### src/rtl/stream_demux2_pkg.sv
// Shared route-select encodings and slot state for the 1:2 stream demux.
package stream_demux2_pkg;

    localparam logic SEL_CH1 = 1'b1;
    localparam logic SEL_CH2 = 1'b0;

    typedef enum logic {
        SLOT_EMPTY = 1'b0,
        SLOT_FULL  = 1'b1
    } slot_state_t;

endpackage

### src/rtl/demux_slot.sv
// One-entry register slice for one demux channel; load-to-output latency 1 cycle.
// Accepts a new beat when empty or draining, so back-to-back beats stream at full rate.
module demux_slot
    import stream_demux2_pkg::*;
#(
    parameter int WIDTH = 8
) (
    input  logic             CLK,
    input  logic             RST,
    input  logic             LOAD,
    input  logic [WIDTH-1:0] DIN,
    output logic             VALID,
    input  logic             READY,
    output logic [WIDTH-1:0] DOUT,
    output logic             CAN_LOAD
);

    slot_state_t      state_q;
    slot_state_t      state_d;
    logic [WIDTH-1:0] data_q;

    always_ff @(posedge CLK) begin
        if (RST) begin
            state_q <= SLOT_EMPTY;
        end else begin
            state_q <= state_d;
        end
    end

    // Payload is left untouched on drain; consumers only look at it while VALID.
    always_ff @(posedge CLK) begin
        if (RST) begin
            data_q <= '0;
        end else if (LOAD) begin
            data_q <= DIN;
        end
    end

    always_comb begin
        state_d = state_q;
        case (state_q)
            SLOT_EMPTY: if (LOAD) state_d = SLOT_FULL;
            SLOT_FULL:  if (READY && !LOAD) state_d = SLOT_EMPTY;
            default:    state_d = SLOT_EMPTY;
        endcase
    end

    always_comb begin
        VALID    = (state_q == SLOT_FULL);
        CAN_LOAD = (state_q == SLOT_EMPTY) || READY;
        DOUT     = data_q;
    end

endmodule

### src/rtl/stream_demux2.sv
// Registered 1:2 stream demux with per-channel slot and wrapping delivered-beat counter; 1 cycle latency.
// Input stalls only when the selected channel is full and not draining; the other channel keeps flowing.
module stream_demux2
    import stream_demux2_pkg::*;
#(
    parameter int WIDTH     = 8,
    parameter int CNT_WIDTH = 8
) (
    input  logic                 CLK,
    input  logic                 RST,
    input  logic [WIDTH-1:0]     IN_DATA,
    input  logic                 IN_SEL,
    input  logic                 IN_VALID,
    output logic                 IN_READY,
    output logic [WIDTH-1:0]     OUT_1_DATA,
    output logic                 OUT_1_VALID,
    input  logic                 OUT_1_READY,
    output logic [WIDTH-1:0]     OUT_2_DATA,
    output logic                 OUT_2_VALID,
    input  logic                 OUT_2_READY,
    output logic [CNT_WIDTH-1:0] CNT_1,
    output logic [CNT_WIDTH-1:0] CNT_2
);

    logic sel_ch1;
    logic sel_ch2;
    logic can_load_1;
    logic can_load_2;
    logic in_accept;
    logic load_1;
    logic load_2;

    assign sel_ch1   = (IN_SEL == SEL_CH1);
    assign sel_ch2   = (IN_SEL == SEL_CH2);
    assign IN_READY  = !RST && (sel_ch1 ? can_load_1 : can_load_2);
    assign in_accept = IN_VALID && IN_READY;
    assign load_1    = in_accept && sel_ch1;
    assign load_2    = in_accept && sel_ch2;

    demux_slot #(.WIDTH(WIDTH)) u_slot_1 (
        .CLK      (CLK),
        .RST      (RST),
        .LOAD     (load_1),
        .DIN      (IN_DATA),
        .VALID    (OUT_1_VALID),
        .READY    (OUT_1_READY),
        .DOUT     (OUT_1_DATA),
        .CAN_LOAD (can_load_1)
    );

    demux_slot #(.WIDTH(WIDTH)) u_slot_2 (
        .CLK      (CLK),
        .RST      (RST),
        .LOAD     (load_2),
        .DIN      (IN_DATA),
        .VALID    (OUT_2_VALID),
        .READY    (OUT_2_READY),
        .DOUT     (OUT_2_DATA),
        .CAN_LOAD (can_load_2)
    );

    // Reset takes priority, so a drain coinciding with the reset edge is not counted.
    always_ff @(posedge CLK) begin
        if (RST) begin
            CNT_1 <= '0;
            CNT_2 <= '0;
        end else begin
            if (OUT_1_VALID && OUT_1_READY) CNT_1 <= CNT_1 + CNT_WIDTH'(1);
            if (OUT_2_VALID && OUT_2_READY) CNT_2 <= CNT_2 + CNT_WIDTH'(1);
        end
    end

endmodule

### config.mk
export PLATFORM = sky130hd
export DESIGN_NAME = stream_demux2
export DESIGN_NICKNAME = d
export VERILOG_FILES = /design/src/rtl/stream_demux2_pkg.sv /design/src/rtl/demux_slot.sv /design/src/rtl/stream_demux2.sv
export SDC_FILE = /design/constraint.sdc
export NUM_CORES = 1
export LEC_CHECK = 0
export ABC_AREA = 1
export BUFFER_PORTS_ARGS = -buffer_cell sky130_fd_sc_hd__buf_2
export CAP_MARGIN = 25
export CELL_PAD_IN_SITES_DETAIL_PLACEMENT = 2
export CELL_PAD_IN_SITES_GLOBAL_PLACEMENT = 2
export CORE_ASPECT_RATIO = 2
export CORE_MARGIN = 3
export CORE_UTILIZATION = 26
export CTS_CLUSTER_DIAMETER = 150
export CTS_CLUSTER_SIZE = 24
export DETAILED_ROUTE_END_ITERATION = 12
export HOLD_SLACK_MARGIN = 0.06
export PLACE_DENSITY = 0.75
export SETUP_SLACK_MARGIN = 0.5
export SLEW_MARGIN = 20
export SYNTH_ARGS = -nofsm -noshare
export SYNTH_HDL_FRONTEND = slang
export SYNTH_SLANG_ARGS = --single-unit
### constraint.sdc
create_clock -name CLK -period 1.5 [get_ports CLK]
set_input_delay 0 -clock CLK [delete_from_list [all_inputs] [get_ports CLK]]
set_output_delay 0 -clock CLK [all_outputs]
set_load 0.01 [all_outputs]
==> flow_summary.toml <==
[status]
status = "complete, no violations"

[placement]
hpwl_mm = 3.71
portBuffers = 48
gp_congestion = 0.815

[synth]
synth_seq_cells = 34
synth_fp_nets = 226
yosysSeqAreaShare = 0.458
yosysTopAreaCell = "dfxtp_1"
postSynthAreaPerCell_um2 = 7.08
synth_warnings = 0
synth.distinct_cells = 23
syn_inst = 210
syn-cell-area_um2 = 1490
yosysTopAreaCellShare = 0.458
ys_top_cells_by_area = "dfxtp_1, nor2_1, nand2_1"

[power]
leakage_uw = 0.00112
irDropWorstVdd_uv = 587
pwr_density_cell_nw_per_um2 = 788
finalPower_uw = 1840

[routing]
drt_pass1_iterations = 4
drc = 0
ant_nets = 0
drt-total-wl_mm = 5.57
wl_per_cell_um = 16.2
drt_iter0_markers = 50
vias_per_cell = 4.88
via_count = 1680

[floorplan]
initial_core_util = 0.272
io_pins = 49
die_h_um = 113
core_um2 = 5470
row_count = 38
dieArea_um2 = 6720
dieWidth_um = 59.5

[global_routing]
overflow = 0
grt_pass1_vias = 1767
grt.total_usage = 0.174
antenna_found_initial = 0
use_met3 = 0.0308
grt_pass1_wl_mm = 8.76
grt_max_degree = 22
gr-usage-met2 = 0.340
grt_busiest_layer = "met2"
use_met1 = 0.163

[worst_setup_path]
critPathCaptureType = "register"
r2r-start = "CNT_1[1]"
critical_path_class = "register to register"
rrSetupSlack_ps = 260
start_kind = "register"
worstPathMaxFanout = 3
cp.arrival_ps = 1410
cp-startpoint = "CNT_1[1]"
required_ps = 1670

[final_layout]
final_cell_mix = "buf_2, nor2_1, nand2_1"
nets = 299
mostFrequentLayoutCell = "buf_2"
fillers = 642
area_growth_pct = 57.3
layout-drive-gt1-share = 0.472
antenna_cells = 0

[clock_tree]
clkTransAtPathRegs_ps = 70
cts_tree = "done"
numCtsBuffers = 5
clockBufferDepth = 2
insertion_delay_ps = 290
htreeDepth = 2
cts.sinks = 34
root_buffer = "clkbuf_8"

[job]
cap_violations = 0

[sta]
relSlewSlack = 0.784
fin_setup_tns_ps = 0
fmax_mhz = 809
rsz0062_at_grt = "yes"
clock_skew_ps = 4.09
holdWs_ps = 77.8
hold_viol_final = 0
period_minus_slack_ps = 1240
worst_slew_pin_slew_ps = 324
post-route-period-util = 0.824
setup_viol = 0
maxSlewViolCount = 0

[worst_hold_path]
hold_class = "input pin to register"
hp-start = "RST"
-- worst max-delay path, cell delays in order (launching register included) --
cell and delay, ps:
dfxtp_4 370, ha_4 130, nand4_1 220, buf_4 220, xor2_1 130, nor2_1 50
-- timing repair --
item	4_1_cts	5_1_grt
pin swaps	14	19
cloned	2	0
endpoints found under the hold margin	1	0
buffers inserted	10	10
resized for setup	22	27
setup endpoints to repair	30	32
-- path summary, 6_finish.rpt --
| path | endpoint | cells after the start |
|---|---|---|
| max reg2reg | CNT_1[4] | 5 |
| min | CNT_2[2] | 2 |
| min reg2reg | CNT_1[5] | 2 |
| max | CNT_1[4] | 5 |
-- per-layer routing --
| metal | wire [µm] | up-vias | part of all wire |
|---|---|---|---|
| li1 | - | 809 | - |
| met1 | 1860 | 825 | 0.33 |
| met2 | 3390 | 36 | 0.61 |
| met3 | 195 | 10 | 0.035 |
| met4 | 133 | 0 | 0.024 |
| met5 | 0 | - | 0 |
-- stage by stage --
| step | area (µm²) | util | setup slack, ps | cells |
|---|---|---|---|---|
| global route | 2340 | 0.428 | 193 | 344 |
| global placement | 1920 | 0.352 | 374 | 314 |
| detailed placement | 1920 | 0.352 | 287 | 314 |
| finish | 2340 | 0.428 | 265 | 344 |
| floorplan | 1630 | - | 413 | 210 |
| CTS | 2190 | 0.401 | 328 | 334 |
-- layout make-up --
cell class | instances | area [µm²] | share of cell area
clock buffer | 8 | 80.1 | 0.0342
inverter | 28 | 113 | 0.0481
multi-input combinational | 145 | 933 | 0.399
tap | 60 | 75.1 | 0.0321
sequential | 34 | 707 | 0.302
timing repair buffer | 69 | 432 | 0.184
-- state kept, by name (all words and copies together), names as in the netlist --
| signal | count |
|---|---|
| u_slot_2.VALID | 1 |
| CNT_1 | 8 |
| u_slot_1.DOUT | 8 |
| u_slot_2.DOUT | 8 |
| u_slot_1.VALID | 1 |
| CNT_2 | 8 |
-- cells by family after synthesis --
| logic type | count (synthesis) | synth area share |
|---|---|---|
| AO/OA/AOI/OAI | 24 | 0.0824 |
| XOR/XNOR | 2 | 0.0118 |
| adder cells (fa/ha/maj) | 2 | 0.0168 |
| buffers and inverters | 33 | 0.0891 |
| flip-flops | 34 | 0.458 |
| AND/OR/NAND/NOR | 115 | 0.342 |
-- power by group --
part	switching, µW	internal, µW
Sequential	19.1	919
Clock	342	330
Combinational	143	90.2
Total	504	1340
-- synthesized netlist by cell type --
| cell | n |
|---|---|
| a21oi_1 | 17 |
| buf_1 | 1 |
| buf_2 | 1 |
| buf_6 | 1 |
| clkbuf_1 | 2 |
| dfxtp_1 | 34 |
| ha_1 | 2 |
| inv_1 | 25 |
| inv_2 | 3 |
| nand2_1 | 39 |
| nand3_1 | 4 |
| nand3_2 | 1 |
| nand3b_1 | 1 |
| nand4_1 | 11 |
| nand4_2 | 2 |
| nor2_1 | 53 |
| nor2_2 | 1 |
| nor2_4 | 1 |
| nor3_1 | 1 |
| nor3_2 | 1 |
| o21ai_0 | 6 |
| o21bai_1 | 1 |
| xor2_1 | 2 |
(Power assumes the default switching activity.)
